## src/rtl/truth_table_scan.sv

```systemverilog
// truth_table_scan: exhaustive truth-table comparator for two implementations.
// Walks every N-bit input vector, gives the external logic a full cycle to
// settle, then captures both results. The first vector on which they
// disagree is latched.
// All outputs come straight from registers, so a_in/b_in never reach an
// output combinationally.
module truth_table_scan #(
  parameter int N = 2
) (
  input  logic                clock,
  input  logic                reset,
  input  logic                start,
  output logic [N-1:0]        x_out,
  input  logic                a_in,
  input  logic                b_in,
  output logic                busy,
  output logic                done,
  output logic [(1<<N)-1:0]   table_a,
  output logic [(1<<N)-1:0]   table_b,
  output logic                mismatch,
  output logic [N-1:0]        mismatch_idx
);

  localparam int            V        = 1 << N;
  localparam logic [N-1:0]  VEC_LAST = N'(V - 1);

  typedef enum logic [1:0] {
    S_IDLE   = 2'd0,
    S_DRIVE  = 2'd1,
    S_SAMPLE = 2'd2,
    S_DONE   = 2'd3
  } state_t;

  state_t         state_q;
  logic [N-1:0]   vec_q;
  logic [N-1:0]   x_out_q;
  logic           busy_q;
  logic           done_q;
  logic [V-1:0]   table_a_q;
  logic [V-1:0]   table_b_q;
  logic           mismatch_q;
  logic [N-1:0]   mismatch_idx_q;

  logic [N-1:0]   vec_d;
  logic           diff_d;

  // Next vector index and the per-vector disagreement flag.
  always_comb begin
    vec_d  = vec_q + N'(1);
    diff_d = (a_in != b_in);
  end

  // Scan FSM; every output register is loaded with the value for the state being entered.
  always_ff @(posedge clock or posedge reset) begin
    if (reset) begin
      state_q        <= S_IDLE;
      vec_q          <= '0;
      x_out_q        <= '0;
      busy_q         <= 1'b0;
      done_q         <= 1'b0;
      table_a_q      <= '0;
      table_b_q      <= '0;
      mismatch_q     <= 1'b0;
      mismatch_idx_q <= '0;
    end else begin
      case (state_q)
        S_IDLE: begin
          x_out_q <= '0;
          busy_q  <= 1'b0;
          done_q  <= 1'b0;
          if (start) begin
            // A new scan wipes the previous results at the start edge.
            state_q        <= S_DRIVE;
            vec_q          <= '0;
            busy_q         <= 1'b1;
            table_a_q      <= '0;
            table_b_q      <= '0;
            mismatch_q     <= 1'b0;
            mismatch_idx_q <= '0;
          end
        end

        S_DRIVE: begin
          // Vector has been on x_out for one full cycle; sample on the next edge.
          state_q <= S_SAMPLE;
          x_out_q <= vec_q;
          busy_q  <= 1'b1;
          done_q  <= 1'b0;
        end

        S_SAMPLE: begin
          table_a_q[vec_q] <= a_in;
          table_b_q[vec_q] <= b_in;
          // Only the first disagreement is recorded.
          if (diff_d && !mismatch_q) begin
            mismatch_q     <= 1'b1;
            mismatch_idx_q <= vec_q;
          end
          if (vec_q == VEC_LAST) begin
            // vec is left at its last value rather than wrapping.
            state_q <= S_DONE;
            x_out_q <= '0;
            busy_q  <= 1'b0;
            done_q  <= 1'b1;
          end else begin
            state_q <= S_DRIVE;
            vec_q   <= vec_d;
            x_out_q <= vec_d;
            busy_q  <= 1'b1;
            done_q  <= 1'b0;
          end
        end

        S_DONE: begin
          // Single-cycle done pulse; start is not looked at here.
          state_q <= S_IDLE;
          x_out_q <= '0;
          busy_q  <= 1'b0;
          done_q  <= 1'b0;
        end

        default: begin
          state_q <= S_IDLE;
          x_out_q <= '0;
          busy_q  <= 1'b0;
          done_q  <= 1'b0;
        end
      endcase
    end
  end

  assign x_out        = x_out_q;
  assign busy         = busy_q;
  assign done         = done_q;
  assign table_a      = table_a_q;
  assign table_b      = table_b_q;
  assign mismatch     = mismatch_q;
  assign mismatch_idx = mismatch_idx_q;

endmodule

```

## config.mk

```make
export PLATFORM = sky130hd
export DESIGN_NAME = truth_table_scan
export DESIGN_NICKNAME = d
export VERILOG_FILES = /design/src/rtl/truth_table_scan.sv
export SDC_FILE = /design/constraint.sdc
export NUM_CORES = 1
export LEC_CHECK = 0
export CORE_MARGIN = 4
export CORE_UTILIZATION = 28
export CTS_BUF_LIST = sky130_fd_sc_hd__clkbuf_16
export DETAILED_ROUTE_END_ITERATION = 12
export SYNTH_ARGS = -nofsm -noshare
export SYNTH_HDL_FRONTEND = slang
export SYNTH_SLANG_ARGS = --single-unit
```

## constraint.sdc

```tcl
create_clock -name clock -period 1.22 [get_ports clock]
set_input_delay 0.244 -clock clock [delete_from_list [all_inputs] [get_ports clock]]
set_output_delay 0.244 -clock clock [all_outputs]
set_load 0.01 [all_outputs]
```

Word-level counts from Yosys, hierarchy flattened:

Cells that the tools add are included.

* register bits: 19
* output and inout port bits: 15
* logic and storage cells: 55

* add/subtract/negate cells: 1
* order comparisons: 2
* eq/ne operators: 8
* mux-type cells: 25
* reduce and logical (&&, ||, !) cells: 10

Operators with widths (count)
* $pmux 4 s2: 2
* $mux 2: 6
* $bwmux 4: 2
* $pmux 2 s2: 2
* $pmux 2 s4: 1
* $eq 2x2->1 const B: 3
* $mux 1: 6
* $ne 2x2->1 const B: 3
* $pmux 2 s3: 1
* $reduce_and 3->1: 2
* $mux 4: 1
* $pmux 1 s2: 2
* $pmux 1 s4: 1
* $lt 2x3->1 const B: 1
* $reduce_or 3->1: 1
* $add 2x1->2 const B: 1
* $demux 1 s2: 1
* $eq 2x1->1 const B: 1
* $ge 2x1->1 const B: 1
* $logic_and 1x1->1: 2
* $logic_not 2->1: 1
* $reduce_and 2->1: 1
* $reduce_bool 2->1: 1
* $reduce_or 2->1: 1
* other kinds (2): 2

Longest topological paths before layout:

* word-level depth: 6
* gate-level depth with buffers: 4
* depth with buffers taken out: 4

Least setup slack after synthesis:

Ideal clock, no wire load.

* path kind: register to register
* from: register vec_q[0]
* to: register vec_q[0]
* setup time: 0.127 ns
* data arrival time: 1.220 ns
* slack: -0.127 ns
* stages on the path, launching flop included: 5
* period minus slack after synthesis: 1.347 ns
* path through: dfrtp_1 -> ha_1 -> or3b_1 -> nand3_1 -> o21ai_1

* cells in the longest elaborated chain, start to end: 3

Ends and longest elaborated chain
* from (decl): line 35 `logic [N-1:0] vec_q;`
* from (signal assigned): line 107 `vec_q <= vec_d;`
* $add 2x1->2 / $eq 2x2->1 (equally long branches): line 49, 99
* $mux 2 / $ne 2x2->1 (equally long branches)
* $pmux 2 s2 / $reduce_and 3->1 (equally long branches)

Parallel ways exist; a longest one is shown, timed or not. The select of a mux whose other input is x is not followed.
A chain may end at the register's enable or synchronous reset.

Worst setup path after layout:

Ends and elaborated chain as after synthesis.

==> metrics.txt <==
status=finished with violations; failing checks=negative setup slack; Via Count=701; Root Buffer Master=clkbuf_16; Switching Fraction=33.96%; gpl congestion=0.6996; final WL=2.021 mm; global route overflow=0; H-Tree Level Count=1; Avg Cell Area, Syn=~13 µm²; WS Path Type=reg -> reg; Max Clk Rate=781.4 MHz; Reg power frac=32.5%; PwrDens=approximately 2400 mW/mm²; Relative slew margins=83.48%; Worst-path clk slew=~0.06 ns; Worst path depth=4; final hold violation count=0; Yosys cell types=25; TritonCTS clock tree=built; Seq/Total Area, Yosys=between 50% and 60%; Worst Path Required=1.36 ns; detailed placer's ending HPWL=1.533 mm; CP Max Fanout=4; commonest non-fill, non-tap cell in the layout=buf_4; Slowest Stage Delay on Critical Path=0.45 ns; core region area=between 0.002 and 0.003 mm²; initial core utilization=30.12%; Mapped Cells=68; CTS Buf Count=3; fin crit share=104.9%; critical path endpoint category=register; final setup fails=12; wire per inst=14.33 µm; Port Buffers=19; worst min path class=in -> async; layout cells sized above 1=roughly two fifths; global-route wire length before repair=3.360 mm; Final nets=121; Die H=63.17 µm; clk_lat worst skew=0.25 ns; WP data arrival=1.42 ns; Final Slew Violations=0; GRT Overall Usage=a little over a tenth; fill count=261; non-filler instance count after layout=between 100 and 150; initial antenna violation count=0; Starting DRT DRC Count=15; pre-CTS setup slack=-0.2684 ns; Internal=2113 µW; Ports=20; Residual DRC=0; power share of the combinational group=46.6%; largest net degree at the start of global routing=12; Ys Warns=0; NetSw=~1100 µW; chip width=63.17 µm; cell row count=19; RSZ-0062 raised after global routing=yes; clk sinks=19; # placed instances=between 100 and 150; synth-to-layout area growth=59.32%; fin util=between 40 and 50%; Pre-antenna DRT Iters=4; vias per inst=4.972; worst path bufs/invs=0; setup slack after layout=-0.05971 ns; Clk pwr share=20.9%; CP Launch Type=register; n_diodes=0; Reg2Reg Depth=4; skew final=0.005608 ns; most frequent cells in the layout=buf_4 (19), dfrtp_1 (15), dlygate4sd2_1 (15); Synth Cell Area=852.1 µm²; Max clock buf depth=2; DRT antenna net count=0; Max Cap Violations=0; Max VDD drop=645.8 µV; number of global-route vias before repair=701; Crit-path slowest cell=dfrtp_2; Worst Tran Pin Value=0.2472 ns; die footprint=0.003990 mm²; Final min period=1.280 ns; CP delay by family, top=simple AND/OR/NAND/NOR gates; LEAKAGE=approximately 0.0007 µW; Synth Register Bits=19; critical path cell sequence=ha_4 -> or3b_4 -> nand3_2 -> o21ai_2; Syn Nets=between 70 and 80
[cells by family after synthesis]
kind of cell,Yosys count,share of synthesized area [%]
buffers and inverters,5,3.083
flip-flops,19,55.80
adder cells (fa/ha/maj),5,7.342
multiplexers,2,2.350
XOR/XNOR,1,1.028
AND/OR/NAND/NOR,17,13.22
AO/OA/AOI/OAI,19,17.18
[metrics by stage]
| stage | hold WS [ns] | power (µW) | cell area, µm² | TNS, ns |
|---|---|---|---|---|
| after floorplan | 0.1950 | 1728 | 877.1 | -0.08030 |
| after global placement | 0.4513 | 2395 | 1222 | -3.197 |
| after detailed placement | 0.4472 | 2433 | 1222 | -3.396 |
| after CTS | 0.1916 | 3024 | 1295 | -0.3373 |
| after global routing | 0.2165 | 3424 | 1358 | -1.200 |
| final | 0.1827 | 3199 | 1358 | -0.3222 |
[state kept, by name (all words and copies together), names as in the netlist]
register	flops
table_a	4
mismatch_idx	2
mismatch	1
x_out	2
table_b	4
vec_q	2
busy	1
done	1
state_q	2
[area by class of cell]
cell class                      count  area (µm²)  area share, %
Sequential cell                    19       480.5          35.39
Multi-Input combinational cell     44       417.9          30.78
Timing Repair Buffer               39       325.3          23.96
Clock buffer                        3       75.07          5.530
Tap cell                           31       38.79          2.857
Inverter                            4       15.01          1.106
Clock inverter                      1       5.005         0.3687
[routing by layer]
metal	GRT usage, %	routed length [µm]	vias to the layer above
met5	0	0	-
met4	5.785	34	0
met3	2.309	76	2
met2	18.05	1050	16
met1	12.32	860	347
li1	-	-	336
[repair_timing]
action                     4_1_cts  5_1_grt
resized for setup               17       13
setup endpoints to repair       29       14
pin swaps                        5        5
hold buffers                     0        0
buffers inserted                 1        2
gates cloned                     0        0
[cell usage after synthesis]
master    number  area share (%)
nand3_1        1            0.59
mux2i_1        2             2.3
inv_1          4             1.8
o21ai_1        1            0.59
a22oi_1        1            0.88
nor3b_1        1            0.88
a32o_1         8             9.4
or3_4          1             1.3
buf_6          1             1.3
or3b_1         1             1.0
o21ai_0        1            0.59
dfrtp_1       19              56
a21oi_1        4             2.3
nor2_1         2            0.88
nand2_1        6             2.6
and2_1         1            0.73
xnor2_1        1             1.0
ha_1           5             7.3
a21o_1         1            0.88
o22ai_1        2             1.5
nand2b_4       1             1.6
nor2b_4        1             1.6
a22o_1         1             1.0
and2b_1        1            0.88
or3b_2         1             1.0
[worst paths after layout]
kind	from	end	slack (ns)
hold reg to reg	table_a[1]	table_a[1]	0.49
setup / recovery	vec_q[0]	vec_q[0]	-0.06
hold / removal	reset	mismatch_idx[0]	0.18
setup reg to reg	vec_q[0]	vec_q[0]	-0.06
max in group asynchronous	reset	done	0.66
min in group clock	table_a[1]	table_a[1]	0.49
[power by group through the flow]
stage	Combinational, µW	Sequential, µW	Clock [µW]
2_1_floorplan	609	1120	0
3_5_place_dp	1390	1050	0
4_1_cts	1310	1030	683
5_1_grt	1630	1080	716
6_report	1490	1040	670
3_3_place_gp	1360	1040	0
Note: power is estimated with default switching activity, not from simulation.
